File: config.mk
export PLATFORM = sky130hd
export DESIGN_NAME = pc_sequencer
export DESIGN_NICKNAME = d
export VERILOG_FILES = /design/src/rtl/pc_sequencer.sv
export SDC_FILE = /design/constraint.sdc
export NUM_CORES = 1
export LEC_CHECK = 0
export CORE_UTILIZATION = 43
export DETAILED_ROUTE_END_ITERATION = 6
export GPL_TIMING_DRIVEN = 0
export PLACE_DENSITY = 0.77
export SKIP_LAST_GASP = 1
export SLEW_MARGIN = 10
export SYNTH_ARGS = -nofsm -noshare
export SYNTH_HDL_FRONTEND = slang
export SYNTH_SLANG_ARGS = --single-unit
File: constraint.sdc
create_clock -name Clk -period 2 [get_ports Clk]
set_input_delay 0.2 -clock Clk [delete_from_list [all_inputs] [get_ports Clk]]
set_output_delay 0.2 -clock Clk [all_outputs]
set_load 0.005 [all_outputs]
File: src/rtl/pc_sequencer.sv
// pc_sequencer: program-counter controller for the 9-bit processor's fetch stage.
// Owns the PC and the IDLE/RUN/FLUSH/DONE state machine, and drives the
// branch-target table address.
//
// Ports:
//   Clk, Reset          clock; synchronous active-high reset
//   start               pulse; begin execution from START_ADDR (IDLE/DONE only)
//   stall               freeze the PC (highest priority in RUN)
//   branch_en, halt     decoded branch / halt for the instruction at prog_ctr
//   lut_idx, lut_addr   branch target index in; combinational copy out to table
//   lut_target          table output for lut_addr
//   prog_ctr            current fetch address
//   fetch_valid         prog_ctr is a real instruction (RUN only)
//   busy, done          RUN|FLUSH, DONE
//   bad_target          sticky: branch used an illegal table index
//   cycle_cnt           saturating count of RUN+FLUSH cycles since last start
module pc_sequencer #(
  parameter int D           = 10,
  parameter int START_ADDR  = 0,
  parameter int NUM_TARGETS = 19,
  parameter int CNT_W       = 16
) (
  input  logic             Clk,
  input  logic             Reset,
  input  logic             start,
  input  logic             stall,
  input  logic             branch_en,
  input  logic             halt,
  input  logic [4:0]       lut_idx,
  output logic [4:0]       lut_addr,
  input  logic [D-1:0]     lut_target,
  output logic [D-1:0]     prog_ctr,
  output logic             fetch_valid,
  output logic             busy,
  output logic             done,
  output logic             bad_target,
  output logic [CNT_W-1:0] cycle_cnt
);

  typedef enum logic [1:0] {
    S_IDLE,
    S_RUN,
    S_FLUSH,
    S_DONE
  } state_t;

  localparam logic [5:0] IDX_LIMIT = 6'(NUM_TARGETS);

  state_t           state, state_nxt;
  logic [D-1:0]     pc_nxt;
  logic             bad_nxt;
  logic [CNT_W-1:0] cnt_nxt;
  logic             idx_legal;

  assign lut_addr  = lut_idx;
  assign idx_legal = ({1'b0, lut_idx} < IDX_LIMIT);

  always_comb begin
    state_nxt = state;
    pc_nxt    = prog_ctr;
    bad_nxt   = bad_target;
    cnt_nxt   = cycle_cnt;

    // Counter advances on every RUN/FLUSH edge (stalls included) and saturates.
    if ((state == S_RUN || state == S_FLUSH) && cycle_cnt != '1)
      cnt_nxt = cycle_cnt + CNT_W'(1);

    case (state)
      S_IDLE, S_DONE: begin
        if (start) begin
          state_nxt = S_RUN;
          pc_nxt    = D'(START_ADDR);
          bad_nxt   = 1'b0;
          cnt_nxt   = '0;
        end
      end
      S_RUN: begin
        if (stall) begin
          state_nxt = S_RUN;
        end else if (halt) begin
          state_nxt = S_DONE;
        end else if (branch_en) begin
          if (idx_legal) begin
            pc_nxt    = lut_target;
            state_nxt = S_FLUSH;
          end else begin
            bad_nxt   = 1'b1;
            state_nxt = S_DONE;
          end
        end else begin
          pc_nxt = prog_ctr + D'(1);
        end
      end
      S_FLUSH: begin
        state_nxt = S_RUN;
      end
      default: begin
        state_nxt = S_IDLE;
      end
    endcase
  end

  // Status flags are registered from the next state so they line up with state.
  always_ff @(posedge Clk) begin
    if (Reset) begin
      state       <= S_IDLE;
      prog_ctr    <= '0;
      fetch_valid <= 1'b0;
      busy        <= 1'b0;
      done        <= 1'b0;
      bad_target  <= 1'b0;
      cycle_cnt   <= '0;
    end else begin
      state       <= state_nxt;
      prog_ctr    <= pc_nxt;
      fetch_valid <= (state_nxt == S_RUN);
      busy        <= (state_nxt == S_RUN) || (state_nxt == S_FLUSH);
      done        <= (state_nxt == S_DONE);
      bad_target  <= bad_nxt;
      cycle_cnt   <= cnt_nxt;
    end
  end

endmodule

; ---- Yosys cells after proc, flatten, opt, wreduce, memory -nomap -nowiden
; Cells that the tools add are included.
[totals]
register_bits = 32
in_bits = 21
out_inout_bits = 35
word_cells = 52
[classes]
addsub = 2
magnitude_cmp = 1
n_eq_ne = 13
mux = 21
n_reduce_logical = 8
[ops]
columns = op, n
row1 = $mux W10, 5
row2 = $mux W16, 3
row3 = $pmux W10 S2, 1
row4 = $add A16 B1 Y16 const B, 1
row5 = $ne A16 B16 Y1 const B, 1
row6 = $add A10 B1 Y10 const B, 1
row7 = $ne A2 B2 Y1 const B, 5
row8 = $eq A2 B2 Y1 const B, 4
row9 = $mux W2, 4
row10 = $mux W1, 6
row11 = $pmux W2 S3, 1
row12 = $reduce_and A6 Y1, 1
row13 = $lt A5 B5 Y1 const B, 1
row14 = $reduce_and A5 Y1, 1
row15 = $eq A2 B1 Y1 const B, 2
row16 = $ne A3 B3 Y1 const B, 1
row17 = $logic_not A2 Y1, 1
row18 = $logic_or A1 B1 Y1, 2
row19 = $pmux W1 S2, 1
row20 = $reduce_bool A2 Y1, 1
row21 = $reduce_or A2 Y1, 1
row22 = $logic_and A1 B1 Y1, 1

; ---- Logic depth before layout (Yosys ltp)
; Gate-level depths: netlist of the first run.
[depth]
word_depth = 8
depth_mapped = 10
mapped_depth_nobuf = 8

; ---- Worst setup path after synthesis of the first run
; No wires, ideal clock.
[synth_path]
kind = register to register
from = register state[0]
to = register cycle_cnt[11]
arrival_time_ns = 2.023
required_time_ns = 1.930
path_slack_ns = -0.093
path_stages_with_launch = 8
synth_period_minus_slack_ns = 2.093
cell_sequence = dfxtp_1 -> inv_1 -> ha_1 -> clkbuf_2 -> or4_1 -> buf_2 -> or4_1 -> a21oi_1
[synth_via]
elab_chain_cells = 6
[synth_lines]
columns = element, line_no
row1 = from (decl), 49  ; state_t state, state_nxt;
row2 = from (signal assigned), 114  ; state <= state_nxt;
row3 = $eq A2 B1 Y1 / $eq A2 B2 Y1 (equally long branches), 65  ; if ((state == S_RUN || state == S_FLUSH) && cycle_cnt != '1)
row4 = $logic_or A1 B1 Y1, 65
row5 = $logic_and A1 B1 Y1, 65
row6 = $mux W16, 65
row7 = $mux W16, 70  ; if (start) begin
row8 = $mux W16 (*), 68  ; case (state)
row9 = to (signal assigned), 120  ; cycle_cnt <= cnt_nxt;
row10 = to (decl), 37  ; output logic [CNT_W-1:0] cycle_cnt
; Every way passes the cells marked *; elsewhere a longest branch is shown, timed or not.
; A chain may end at the register's enable or synchronous reset.

; ---- Final worst setup path of the first run
; Ends and elaborated chain as after synthesis.

==> qor.txt, run 1 <==
status: finished clean
flops & latches, synth: 32
RSZ-0062 raised after global routing: false
syn_area_per_cell: 7.91 µm²
core area: 4140 µm²
vias in the first global route: 1858
Die ar.: 4720 µm²
Rel. slew slack: 0.613
Tcrit/Tclk final: 0.959
Hold Crit Class: flop to flop
switching power: 0.476 mW
syn_nets: 269
length of the first detailed-routing pass in iterations: 4
Crit Path Max Fanout: 10
FF/Latch Area: 643 µm²
required time worst endpoint: 2.22 ns
GRT Util Overall: 0.243
clock sinks: 32
GR Util met1: 0.334
Setup crit start kind: flop
Crit Path Class: flop to flop
diodes inserted: 0
hpwl dp: 3.87 mm
TNS Setup: 0 ns
clk root buf: clkbuf_8
Hold Slack: 0.525 ns
wire length per cell: 15.6 µm
Post-Place Cells: 346
MaxCap Viol Count: 0
post-route ant nets: 0
met3 GRT Util: 0.0510
WL final: 5.44 mm
Via Count: 2148
post-route cell area: 2700 µm²
CTS Hold Bufs: 0
critical path endpoint category: flop
Post-Synthesis Cells: 242
I/O Buffers: 54
Pleak: 0.874 nW
Data arrival, critical path: 2.14 ns
Via density: 6.15
Yosys cell types: 41
Reg clk slew, reported paths: 0.07 ns
post-synthesis cell area: 1910 µm²
Synth area leader: dfxtp_1
Area contributors post-synth: dfxtp_1 (33%), a21oi_1 (4.4%), nand3_1 (4.2%), ha_1 (3.9%), nand4_1 (3.6%)
total CTS buffers: 5
pin count of the biggest net entering global routing: 11
CTS tree: built
Die H: 68.7 µm
Comb pwr share: 0.227
initial antenna violation count: 0
Final Max Slew Viols: 0
Design Power: 1.69 mW
commonest cells after routing, fill and taps aside: clkdlybuf4s50_1 (54), dfxtp_1 (30), nand2_1 (18)
GR peak layer: met2
# fillers: 403
power density over cell area: 627 nW/µm²
nets@finish: 325
Cell Count, Final, Fillers Out: 349
placed cell area: 2540 µm²
Initial Utilization: 0.462
CTS max path bufs: 2
grt ovf: 0
first-pass GRT wire length: 8.56 mm
Multi-input gate area: 1200 µm²
commonest non-fill, non-tap cell in the layout: clkdlybuf4s50_1
clock latency on the worst-skew pair: 0.29 ns
P&R area growth vs syn: 40.9%
P_int: 1.21 mW
DRT iter0 DRCs: 186
Clock power frac: 0.368
post-synth top area share: 0.335
YS warnings: 0
GPL Wtd Cong: 0.821
worst clock skew: 0.00740 ns
share of post-route cells with drive strength above 1: 0.124
sequential area share after synthesis: 0.335
peak supply drop: 510 µV
# IOs: 56
final hold violations: 0
Sw Share: 0.282
die width: 68.7 µm
DRC: 0
site row count: 23
final setup violation count: 0
CTS H-Tree Depth: 2
Final min period: 1.92 ns
FMAX: 0.521 GHz
grt met2 use: 0.370
Flop pwr share: 0.406
slew of the pin with the lowest slew margin: 0.578 ns
[cell type report]
class | instances | share of cell area
well taps | 50 | 0.0232
clock buffers | 6 | 0.0269
clock inverters | 2 | 0.0130
inverters | 11 | 0.0153
repair buffers | 56 | 0.206
multi-input cells | 179 | 0.446
plain buffers | 13 | 0.0311
flip-flops and latches | 32 | 0.239
[power groups by stage]
stage	registers, mW	clock network, mW	logic [mW]
2_1_floorplan	0.698	0	0.207
3_3_place_gp	0.698	0	0.351
3_5_place_dp	0.700	0	0.354
4_1_cts	0.685	0.636	0.354
5_1_grt	0.689	0.661	0.417
6_report	0.686	0.622	0.383
[kinds of logic after synthesis]
kind of cell,after synthesis,synth area share
flip-flops,32,0.335
AO/OA/AOI/OAI,69,0.241
buffers and inverters,31,0.0726
AND/OR/NAND/NOR,101,0.296
adder cells (fa/ha/maj),6,0.0392
multiplexers,3,0.0164
[Yosys cell counts (all sizes together)]
cell,n
nand4,11
mux2i,2
a31oi,3
o21ai,14
or2,1
inv,10
dfxtp,32
nor4b,2
nor2,9
nand2b,2
o31ai,5
nand3b,1
nand2,18
a211oi,3
or3,11
nor4,4
nor2b,6
clkinv,1
or4,7
a21oi,17
clkbuf,12
ha,6
o2111a,1
and4,2
mux2,1
buf,8
o211ai,9
nor3,10
o2111ai,5
nand3,17
o41ai,6
a21o,1
o311ai,5
[critical path, cell delays in order, from the launching register on]
cell	delay, ns
dfxtp_2	0.34
inv_1	0.07
ha_4	0.25
or4_4	0.53
buf_6	0.15
or4_1	0.39
a21oi_1	0.12
[flip-flops by register name (all words and copies together) (netlist names)]
name	flops
cycle_cnt	16
prog_ctr	10
state	2
done	1
busy	1
bad_target	1
fetch_valid	1
[layer usage]
layer  vias to the layer above  share of wire
met1                      1039           0.48
met2                        66           0.46
met3                         4          0.045
li1                       1039              -
met4                         0          0.012
met5                         -              0
[repair_timing]
item / 4_1_cts / 5_1_grt
endpoints found under the setup margin: 21 / 23
gates resized for setup: 9 / 16
buffers inserted: 1 / 1
pin swaps: 3 / 0
[per-stage QoR]
stage	setup slack, ns	util
2_1_floorplan	0.0315	-
3_3_place_gp	-0.630	0.612
3_5_place_dp	-0.629	0.612
4_1_cts	-0.0458	0.639
5_1_grt	0.000890	0.651
6_report	0.0815	0.651
[final timing paths]
kind                            from                  endpoint  slack, ns  depth (start not counted)
min reg2reg  cycle_cnt[1]$_SDFF_PP0_   cycle_cnt[1]$_SDFF_PP0_       0.52                          2
max              state[0]$_SDFF_PP0_  cycle_cnt[11]$_SDFF_PP0_       0.08                          6
max reg2reg      state[0]$_SDFF_PP0_  cycle_cnt[11]$_SDFF_PP0_       0.08                          6
min          cycle_cnt[1]$_SDFF_PP0_   cycle_cnt[1]$_SDFF_PP0_       0.52                          2
Note: power is estimated with default switching activity, not from simulation.
==> run 2, diff against run 1 <==
- ABC_CLOCK_PERIOD_IN_PS: default -> 2000
==> results of run 2 <==
Same layout as run 1: the final DEF is identical, and so are final timing and power.
